$ cat src/rtl/cla_seq_pkg.sv
// Shared constants, state encoding and sizing helpers for the nibble-serial adder.
package cla_seq_pkg;

    localparam int SLICE_W = 4;

    typedef enum logic [1:0] {
        IDLE = 2'd0,
        RUN  = 2'd1,
        DONE = 2'd2
    } state_t;

    function automatic int calc_nslice(input int bw);
        return bw / SLICE_W;
    endfunction

    // Counter is at least one bit wide so a single-slice build still has a register.
    function automatic int calc_cnt_w(input int bw);
        int n;
        n = bw / SLICE_W;
        return (n > 1) ? $clog2(n) : 1;
    endfunction

endpackage

$ cat src/rtl/cla_4b.sv
// Combinational 4-bit carry-lookahead adder slice.
module cla_4b (
    input  logic [3:0] a,
    input  logic [3:0] b,
    input  logic       c,
    output logic [3:0] s,
    output logic       co
);

    logic [3:0] g;
    logic [3:0] p;
    logic [4:0] cc;

    assign g = a & b;
    assign p = a ^ b;

    // Every carry is a flat sum of products of g/p and the slice carry-in.
    assign cc[0] = c;
    assign cc[1] = g[0] | (p[0] & c);
    assign cc[2] = g[1] | (p[1] & g[0]) | (p[1] & p[0] & c);
    assign cc[3] = g[2] | (p[2] & g[1]) | (p[2] & p[1] & g[0]) | (p[2] & p[1] & p[0] & c);
    assign cc[4] = g[3] | (p[3] & g[2]) | (p[3] & p[2] & g[1]) | (p[3] & p[2] & p[1] & g[0])
                 | (p[3] & p[2] & p[1] & p[0] & c);

    assign s  = p ^ cc[3:0];
    assign co = cc[4];

endmodule

$ cat src/rtl/cla_seq_add.sv
// Multi-word adder that walks one cla_4b across the operands, LSB nibble first.
// Optional signed-overflow output enabled by defining CLA_SEQ_OVF_EN.
module cla_seq_add
    import cla_seq_pkg::*;
#(
    parameter int BW_DATA = 16
) (
    input  logic               i_clk,
    input  logic               i_rstn,
    input  logic               i_valid,
    output logic               o_ready,
    input  logic [BW_DATA-1:0] i_a,
    input  logic [BW_DATA-1:0] i_b,
    input  logic               i_c,
    output logic               o_valid,
    input  logic               i_ready,
    output logic [BW_DATA-1:0] o_s,
    output logic               o_c
`ifdef CLA_SEQ_OVF_EN
    ,
    output logic               o_ovf
`endif
);

    localparam int NSLICE = calc_nslice(BW_DATA);
    localparam int CNT_W  = calc_cnt_w(BW_DATA);
    localparam logic [CNT_W-1:0] CNT_LAST = CNT_W'(NSLICE - 1);

    state_t               state_reg;
    logic [BW_DATA-1:0]   a_reg;
    logic [BW_DATA-1:0]   b_reg;
    logic [BW_DATA-1:0]   s_reg;
    logic                 carry_reg;
    logic [CNT_W-1:0]     cnt_reg;
`ifdef CLA_SEQ_OVF_EN
    logic                 ovf_reg;
`endif

    logic [SLICE_W-1:0]   a_sl [NSLICE];
    logic [SLICE_W-1:0]   b_sl [NSLICE];
    logic [SLICE_W-1:0]   a_cur;
    logic [SLICE_W-1:0]   b_cur;
    logic [SLICE_W-1:0]   slice_s;
    logic                 slice_c;

    generate
        for (genvar gi = 0; gi < NSLICE; gi++) begin : g_slice
            assign a_sl[gi] = a_reg[gi*SLICE_W +: SLICE_W];
            assign b_sl[gi] = b_reg[gi*SLICE_W +: SLICE_W];
        end
    endgenerate

    assign a_cur = a_sl[cnt_reg];
    assign b_cur = b_sl[cnt_reg];

    cla_4b u_cla_slice (
        .a  (a_cur),
        .b  (b_cur),
        .c  (carry_reg),
        .s  (slice_s),
        .co (slice_c)
    );

    always_ff @(posedge i_clk or negedge i_rstn) begin
        if (!i_rstn) begin
            state_reg <= IDLE;
            a_reg     <= '0;
            b_reg     <= '0;
            s_reg     <= '0;
            carry_reg <= 1'b0;
            cnt_reg   <= '0;
`ifdef CLA_SEQ_OVF_EN
            ovf_reg   <= 1'b0;
`endif
        end else begin
            case (state_reg)
                IDLE: begin
                    if (i_valid) begin
                        a_reg     <= i_a;
                        b_reg     <= i_b;
                        carry_reg <= i_c;
                        cnt_reg   <= '0;
                        s_reg     <= '0;
`ifdef CLA_SEQ_OVF_EN
                        ovf_reg   <= 1'b0;
`endif
                        state_reg <= RUN;
                    end
                end
                RUN: begin
                    for (int i = 0; i < NSLICE; i++) begin
                        if (cnt_reg == CNT_W'(i)) begin
                            s_reg[i*SLICE_W +: SLICE_W] <= slice_s;
                        end
                    end
                    carry_reg <= slice_c;
                    // Counter parks on the last slice instead of wrapping.
                    if (cnt_reg == CNT_LAST) begin
                        state_reg <= DONE;
`ifdef CLA_SEQ_OVF_EN
                        ovf_reg   <= (a_reg[BW_DATA-1] == b_reg[BW_DATA-1]) &&
                                     (slice_s[SLICE_W-1] != a_reg[BW_DATA-1]);
`endif
                    end else begin
                        cnt_reg <= cnt_reg + CNT_W'(1);
                    end
                end
                DONE: begin
                    if (i_ready) begin
                        state_reg <= IDLE;
                    end
                end
                default: state_reg <= IDLE;
            endcase
        end
    end

    assign o_ready = (state_reg == IDLE);
    assign o_valid = (state_reg == DONE);
    assign o_s     = s_reg;
    assign o_c     = carry_reg;
`ifdef CLA_SEQ_OVF_EN
    assign o_ovf   = ovf_reg;
`endif

endmodule

$ cat config.mk
export PLATFORM = sky130hd
export DESIGN_NAME = cla_seq_add
export DESIGN_NICKNAME = d
export VERILOG_FILES = /design/src/rtl/cla_seq_pkg.sv /design/src/rtl/cla_4b.sv /design/src/rtl/cla_seq_add.sv
export SDC_FILE = /design/constraint.sdc
export NUM_CORES = 1
export LEC_CHECK = 0
export BUFFER_PORTS_ARGS = -buffer_cell sky130_fd_sc_hd__buf_4
export CORE_MARGIN = 3
export CORE_UTILIZATION = 54
export CTS_CLUSTER_DIAMETER = 200
export DETAILED_ROUTE_END_ITERATION = 10
export GPL_TIMING_DRIVEN = 0
export HOLD_SLACK_MARGIN = 0.15
export PLACE_DENSITY = 0.79
export SYNTH_ARGS = -nofsm -noshare
export SYNTH_HDL_FRONTEND = slang
export SYNTH_HIERARCHICAL = 1
export SYNTH_SLANG_ARGS = --single-unit
$ cat constraint.sdc
create_clock -name i_clk -period 2.8 [get_ports i_clk]
set_input_delay 0.28 -clock i_clk [delete_from_list [all_inputs] [get_ports i_clk]]
set_output_delay 0.28 -clock i_clk [all_outputs]
set_load 0.05 [all_outputs]
==> results.toml, run 1 <==
[worst_setup_path]
crit_slowest_cell = "mux4_2"
startpoint_type = "register"
worstSetupEndpointType = "register"
crit_path_frequent_cell = "a21o_1"
cp_cell_sequence = "buf_4 -> mux4_2 -> ha_1 -> a21o_1 -> a31o_1 -> a21o_1 -> nor2_1 -> o2bb2ai_1 -> a21oi_1"
max_stage_delay_ps = 560
crit_fanout = 10
crit_family = "compound AO/OA/AOI/OAI gates"
required_ps = 2990
crit_type = "reg2reg"
path_buf_inv = 1
cp.arrival_ps = 2770

[synth]
synth_area_leaders = "dfrtp_1 49%, mux2_4 17%, mux4_2 6.7%"
syn_avg_cell_area_sq_um = 13.1
synth_cell_type_count = 29
synth-edff-count = 0
synth_area_sq_um = 2710
syn_inst = 206
yosysSeqAreaShare_pct = 49.0
synth_top_cell_area_share_pct = 49.0
synth.most_common_cell = "dfrtp_1"
ys.flop_type = "dfrtp_1"
ys_async_sr_fraction_pct = 100
syn-num-nets = 252
synth-seq-cells = 53
synth_common_cells = "53 x dfrtp_1, 42 x nand2_1, 30 x mux2_4"
post-synth-top-area-cell = "dfrtp_1"
yosys_warnings = 6

[worst_hold_path]
min_path_type = "in2reg"

[timing]
period_share_pct = 92.0
finalMaxSlewViolations = 0
max_slew_margin_pct = 58.5
fin_tns_setup_ps = 0
fin_skew_ps = 4.93
fmax_mhz = 388
fin_crit_ps = 2580
final-hold-violation-count = 0
final-setup-viol-count = 0
rsz0062_at_grt = "false"
tightest_slew_ps = 623

[grt]
overflow = 0
antenna_found_initial = 0
first_global_vias = 1772
grt_use_total_pct = 18.7
grt_max_degree = 54
grt_pass1_wl_mm = 8.62

[route]
via_count = 1797
wl_per_cell_um = 15.3
drt_first_pass_iters = 4
viasPerCell = 5.32
ant_nets = 0
drc = 0
drt_wl_total_mm = 5.18
drt_iter0_drc = 103

[clock_tree]
cts_setup_buffers = 0
cts_buffers = 5
insertion_delay_ps = 310
htree_levels = 2
cts_buffer_depth = 2
clkSinkCount = 53
clkTransAtPathRegs_ps = 90
cts_root_buf = "clkbuf_8"
cts_tree = "done"

[power_and_ir_drop]
power.density_nw_per_um2 = 1410
cellLeakagePower_nw = 1.58
ir_drop_v = 0.000803

[floorplan]
die_h_um = 76.8
initial_utilization_pct = 56.6
core_area_sq_um = 4790
rows = 25
dieArea_sq_um = 5900
die_w_um = 76.8
io_pins = 56

[placement]
portBuffers = 55
dpl_cell_area_sq_um = 3210
gp_congestion = 0.765
hpwl_mm = 3.75

[final_layout]
fillers = 355
area.growth.synth_to_final_pct = 23.2
multi_input_area_sq_um = 1270
final_nets = 316
drive_gt1_share_pct = 41.7
register_area_sq_um = 1330
stdcell_area_sq_um = 3340
insertedDiodeCount = 0

[job]
timing.max_cap.violations = 0

[run_status]
status = "finished clean"
-- through the flow --
stage	setup slack [ps]	hold WS [ps]	cells	util [%]	total power [mW]
after floorplan	421	-15.6	206	-	3.49
after global placement	150	350	328	67.0	4.14
after detailed placement	149	345	328	67.0	4.19
after CTS	126	190	338	69.7	4.72
after global routing	65.7	178	338	69.8	5.03
final	223	193	338	69.8	4.71
-- worst register-to-register path: cells and delay by family (launching register included) --
| family | cells | cell delay (ps) |
|---|---|---|
| adder cells (fa/ha/maj) | 1 | 310 |
| AND/OR/NAND/NOR | 1 | 100 |
| buffers and inverters | 1 | 240 |
| multiplexers | 1 | 570 |
| flip-flops | 1 | 450 |
| AO/OA/AOI/OAI | 5 | 810 |
-- worst paths after layout --
check | startpoint | endpoint | slack [ps] | depth (start not counted)
max | cnt_reg[0]$_DFFE_PN0P_ | o_c$_DFFE_PN0P_ | 220 | 9
min | i_a[12] | a_reg[12]$_DFFE_PN0P_ | 190 | 2
max in group asynchronous | i_rstn | cnt_reg[0]$_DFFE_PN0P_ | 1820 | 2
min in group asynchronous | i_rstn | o_s[9]$_DFFE_PN0P_ | 540 | 2
min reg2reg | a_reg[4]$_DFFE_PN0P_ | a_reg[4]$_DFFE_PN0P_ | 510 | 1
max reg2reg | cnt_reg[0]$_DFFE_PN0P_ | o_c$_DFFE_PN0P_ | 220 | 9
-- timing repair --
item,CTS,global route
endpoints found under the hold margin,54,0
hold buffers,2,0
resized for setup,0,1
setup endpoints to repair,0,5
-- per-layer routing --
layer,GRT usage (%),part of all wire [%]
met5,0,0
met4,7.25,2.1
met3,4.11,4.5
met2,30.0,49
met1,24.9,44
-- layout make-up --
| cell class | count | area share, % |
|---|---|---|
| Multi-Input combinational cell | 138 | 38.0 |
| Clock inverter | 2 | 1.16 |
| Buffer | 7 | 2.55 |
| Tap cell | 67 | 2.51 |
| Timing Repair Buffer | 57 | 13.0 |
| Inverter | 8 | 0.900 |
| Sequential cell | 53 | 39.8 |
| Clock buffer | 6 | 2.17 |
-- where the power goes --
part	total (mW)	internal (mW)	switching (mW)
logic	2.81	1.30	1.51
clock network	0.519	0.269	0.250
registers	1.38	1.13	0.251
total	4.71	2.70	2.01
-- cell families after synthesis --
| family | Yosys count | synth area share [%] |
|---|---|---|
| compound gates | 31 | 8.22 |
| xor+xnor | 3 | 0.970 |
| fa+ha+maj | 9 | 4.43 |
| buf+inv | 15 | 4.25 |
| flops | 53 | 49.0 |
| mux | 40 | 24.1 |
| simple gates | 55 | 9.05 |
-- layout by cell type, fill, tap and decap left out, types with 2 or more instances in the layout --
cell,instances
buf_4,57
dfrtp_1,52
nand2_1,42
mux2_4,30
o211ai_1,16
mux4_2,8
inv_1,8
ha_1,8
nor2_1,5
clkbuf_8,5
a21oi_1,4
nor2b_1,4
buf_12,3
a21o_1,3
buf_2,2
o21ai_0,2
mux2_2,2
dlygate4sd3_1,2
xnor2_1,2
No activity file was read; power rests on OpenSTA's default activity.
==> run 2: changes to the inputs <==
Settings changed: BUFFER_PORTS_ARGS -buffer_cell sky130_fd_sc_hd__buf_4 to not set, CELL_PAD_IN_SITES_DETAIL_PLACEMENT set to 1, CELL_PAD_IN_SITES_GLOBAL_PLACEMENT set to 1, CORE_UTILIZATION 54 to 50, DONT_BUFFER_PORTS set to 1, GPL_ROUTABILITY_DRIVEN set to 0, PLACE_DENSITY 0.79 to not set, PLACE_DENSITY_LB_ADDON set to 0.1.
==> run 2 against run 1 <==
  * Count of clock-buffer cells in the layout down 1
  * Sequential cell count stayed put
  * First-iteration DRC count shrank 29%
  * Fmax fell by 0.64%
  * Cell count fell by 5.6%
  * Highest routed layer unchanged
==> results.toml, run 2 (synthesis results as in run 1) <==
[run_status]
status = "finished clean"

[power_and_ir_drop]
clock_power_share_pct = 9.2
intPower_mw = 2.49
total_power_mw = 4.61
cellLeakagePower_nw = 1.45
ir_drop_v = 0.000629
p_sw_share_pct = 46.0
combPwrFrac_pct = 54.1
power.density_nw_per_um2 = 1420
power_switching_mw = 2.12
pwr-share-seq_pct = 36.7

[route]
routed.top_layer = "met4"
ant_nets = 0
wl_per_cell_um = 20.2
met1_length_mm = 2.56
viasPerCell = 5.56
drt_iter0_drc = 73
via_count = 1774
dr_wl_met2_mm = 3.40
drc = 0
drt_first_pass_iters = 4
wl_met3_um = 308
drt_wl_total_mm = 6.43

[grt]
antenna_found_initial = 0
grt_max_degree = 54
grt_pass1_wl_mm = 10.8
first_global_vias = 1996
overflow = 0
grt_use_total_pct = 23.0

[clock_tree]
cts_tree = "done"
clkTransAtPathRegs_ps = 100
cts_setup_buffers = 0
clkSinkCount = 53
cts_buffers = 5
htree_levels = 2
cts_root_buf = "clkbuf_8"
insertion_delay_ps = 300
cts_buffer_depth = 2

[worst_hold_path]
min_path_type = "in2reg"
whs_path_depth = 2

[floorplan]
dieArea_sq_um = 6340
io_pins = 56
die_w_um = 79.6
initial_utilization_pct = 52.4
core_area_sq_um = 5170
rows = 26
die_h_um = 79.6

[timing]
finalMaxSlewViolations = 0
tightest_slew_ps = 945
period_share_pct = 92.6
fin_tns_setup_ps = 0
final-hold-violation-count = 0
worst_slack_ps = 206
fin_skew_ps = 6.07
fin_crit_ps = 2590
final-setup-viol-count = 0
fmax_mhz = 385
rsz0062_at_grt = "false"
max_slew_margin_pct = 36.8

[final_layout]
instances_no_fill = 319
most-common-layout-cells = "52 x dfrtp_1, 42 x nand2_1, 34 x dlygate4sd3_1"
insertedDiodeCount = 0
final_nets = 294
layout_commonest_cell = "dfrtp_1"
fin_util_pct = 62.9
drive_gt1_share_pct = 24.1
fillers = 481
multi_input_area_sq_um = 1270
area.growth.synth_to_final_pct = 20.2
register_area_sq_um = 1330

[worst_setup_path]
reg2reg_depth = 8
max_stage_delay_ps = 560
crit_fanout = 10
cp.arrival_ps = 2820
required_ps = 3020
startpoint_type = "register"
cp_cell_sequence = "buf_6 -> mux4_2 -> ha_1 -> a21o_1 -> a31o_1 -> xor2_1 -> nand2_1 -> o211ai_1"
crit_slowest_cell = "mux4_2"
worstSetupEndpointType = "register"
crit_type = "reg2reg"

[placement]
numPlacedInstances = 276
portBuffers = 0
pre_cts_slack_ps = 82.1
hpwl_mm = 4.39

[job]
timing.max_cap.violations = 0
## run 2: cell types whose count changed in the layout (fill, tap and decap cells not counted)
cell	previous run	this run
clkinvlp_4	0	1
clkinv_2	0	2
clkinv_4	1	0
buf_6	0	1
clkbuf_1	1	0
buf_4	57	1
buf_16	0	1
bufinv_16	1	0
dlygate4sd3_1	2	34
## run 2: power by group through the flow
stage / clock network, mW / registers, mW / logic (mW)
2_1_floorplan: 0 / 1.59 / 1.90
3_3_place_gp: 0 / 1.66 / 2.32
3_5_place_dp: 0 / 1.70 / 2.42
4_1_cts: 0.432 / 1.69 / 2.51
5_1_grt: 0.471 / 1.75 / 2.76
6_report: 0.423 / 1.69 / 2.50
## run 2: routing by layer
layer  up-vias  global-route usage, %
li1        812                      -
met1       898                   27.5
met2        52                   41.0
met3        12                   4.74
met4         0                   8.08
met5         -                      0
## run 2: layout make-up
class / count / share of cell area, %
inverters: 8 / 0.922
well taps: 70 / 2.69
flip-flops and latches: 53 / 40.8
multi-input cells: 138 / 38.9
clock buffers: 5 / 2.11
repair buffers: 35 / 11.3
plain buffers: 7 / 2.73
clock inverters: 3 / 0.538
## run 2: worst max-delay path, delay by kind of cell, from the launching register on
kind | cells | cell delay [ps]
AO/OA/AOI/OAI | 3 | 660
multiplexers | 1 | 560
flip-flops | 1 | 470
adder cells (fa/ha/maj) | 1 | 310
buffers and inverters | 1 | 210
AND/OR/NAND/NOR | 1 | 160
XOR/XNOR | 1 | 150
## run 2: final timing paths
| kind | start | endpoint | slack, ps |
|---|---|---|---|
| max | cnt_reg[0]$_DFFE_PN0P_ | o_s[15]$_DFFE_PN0P_ | 210 |
| max in group asynchronous | i_rstn | cnt_reg[0]$_DFFE_PN0P_ | 2080 |
| min in group asynchronous | i_rstn | o_s[8]$_DFFE_PN0P_ | 480 |
| max reg2reg | cnt_reg[0]$_DFFE_PN0P_ | o_s[15]$_DFFE_PN0P_ | 210 |
| min | i_valid | state_reg[0]$_DFFE_PN0P_ | 160 |
| min reg2reg | a_reg[4]$_DFFE_PN0P_ | a_reg[4]$_DFFE_PN0P_ | 520 |
## run 2: timing repair
| item | in CTS | in global routing |
|---|---|---|
| endpoints found under the hold margin | 86 | 0 |
| hold buffers | 35 | 0 |
| gates resized for setup | 0 | 2 |
| setup endpoints to repair | 0 | 9 |
## run 2: metrics by stage
stage	instance area, sq um	hold slack, ps
after floorplan	2710	-15.6
after global placement	2800	-14.3
after detailed placement	2800	-14.1
after CTS	3250	157
after global routing	3260	159
final	3260	159
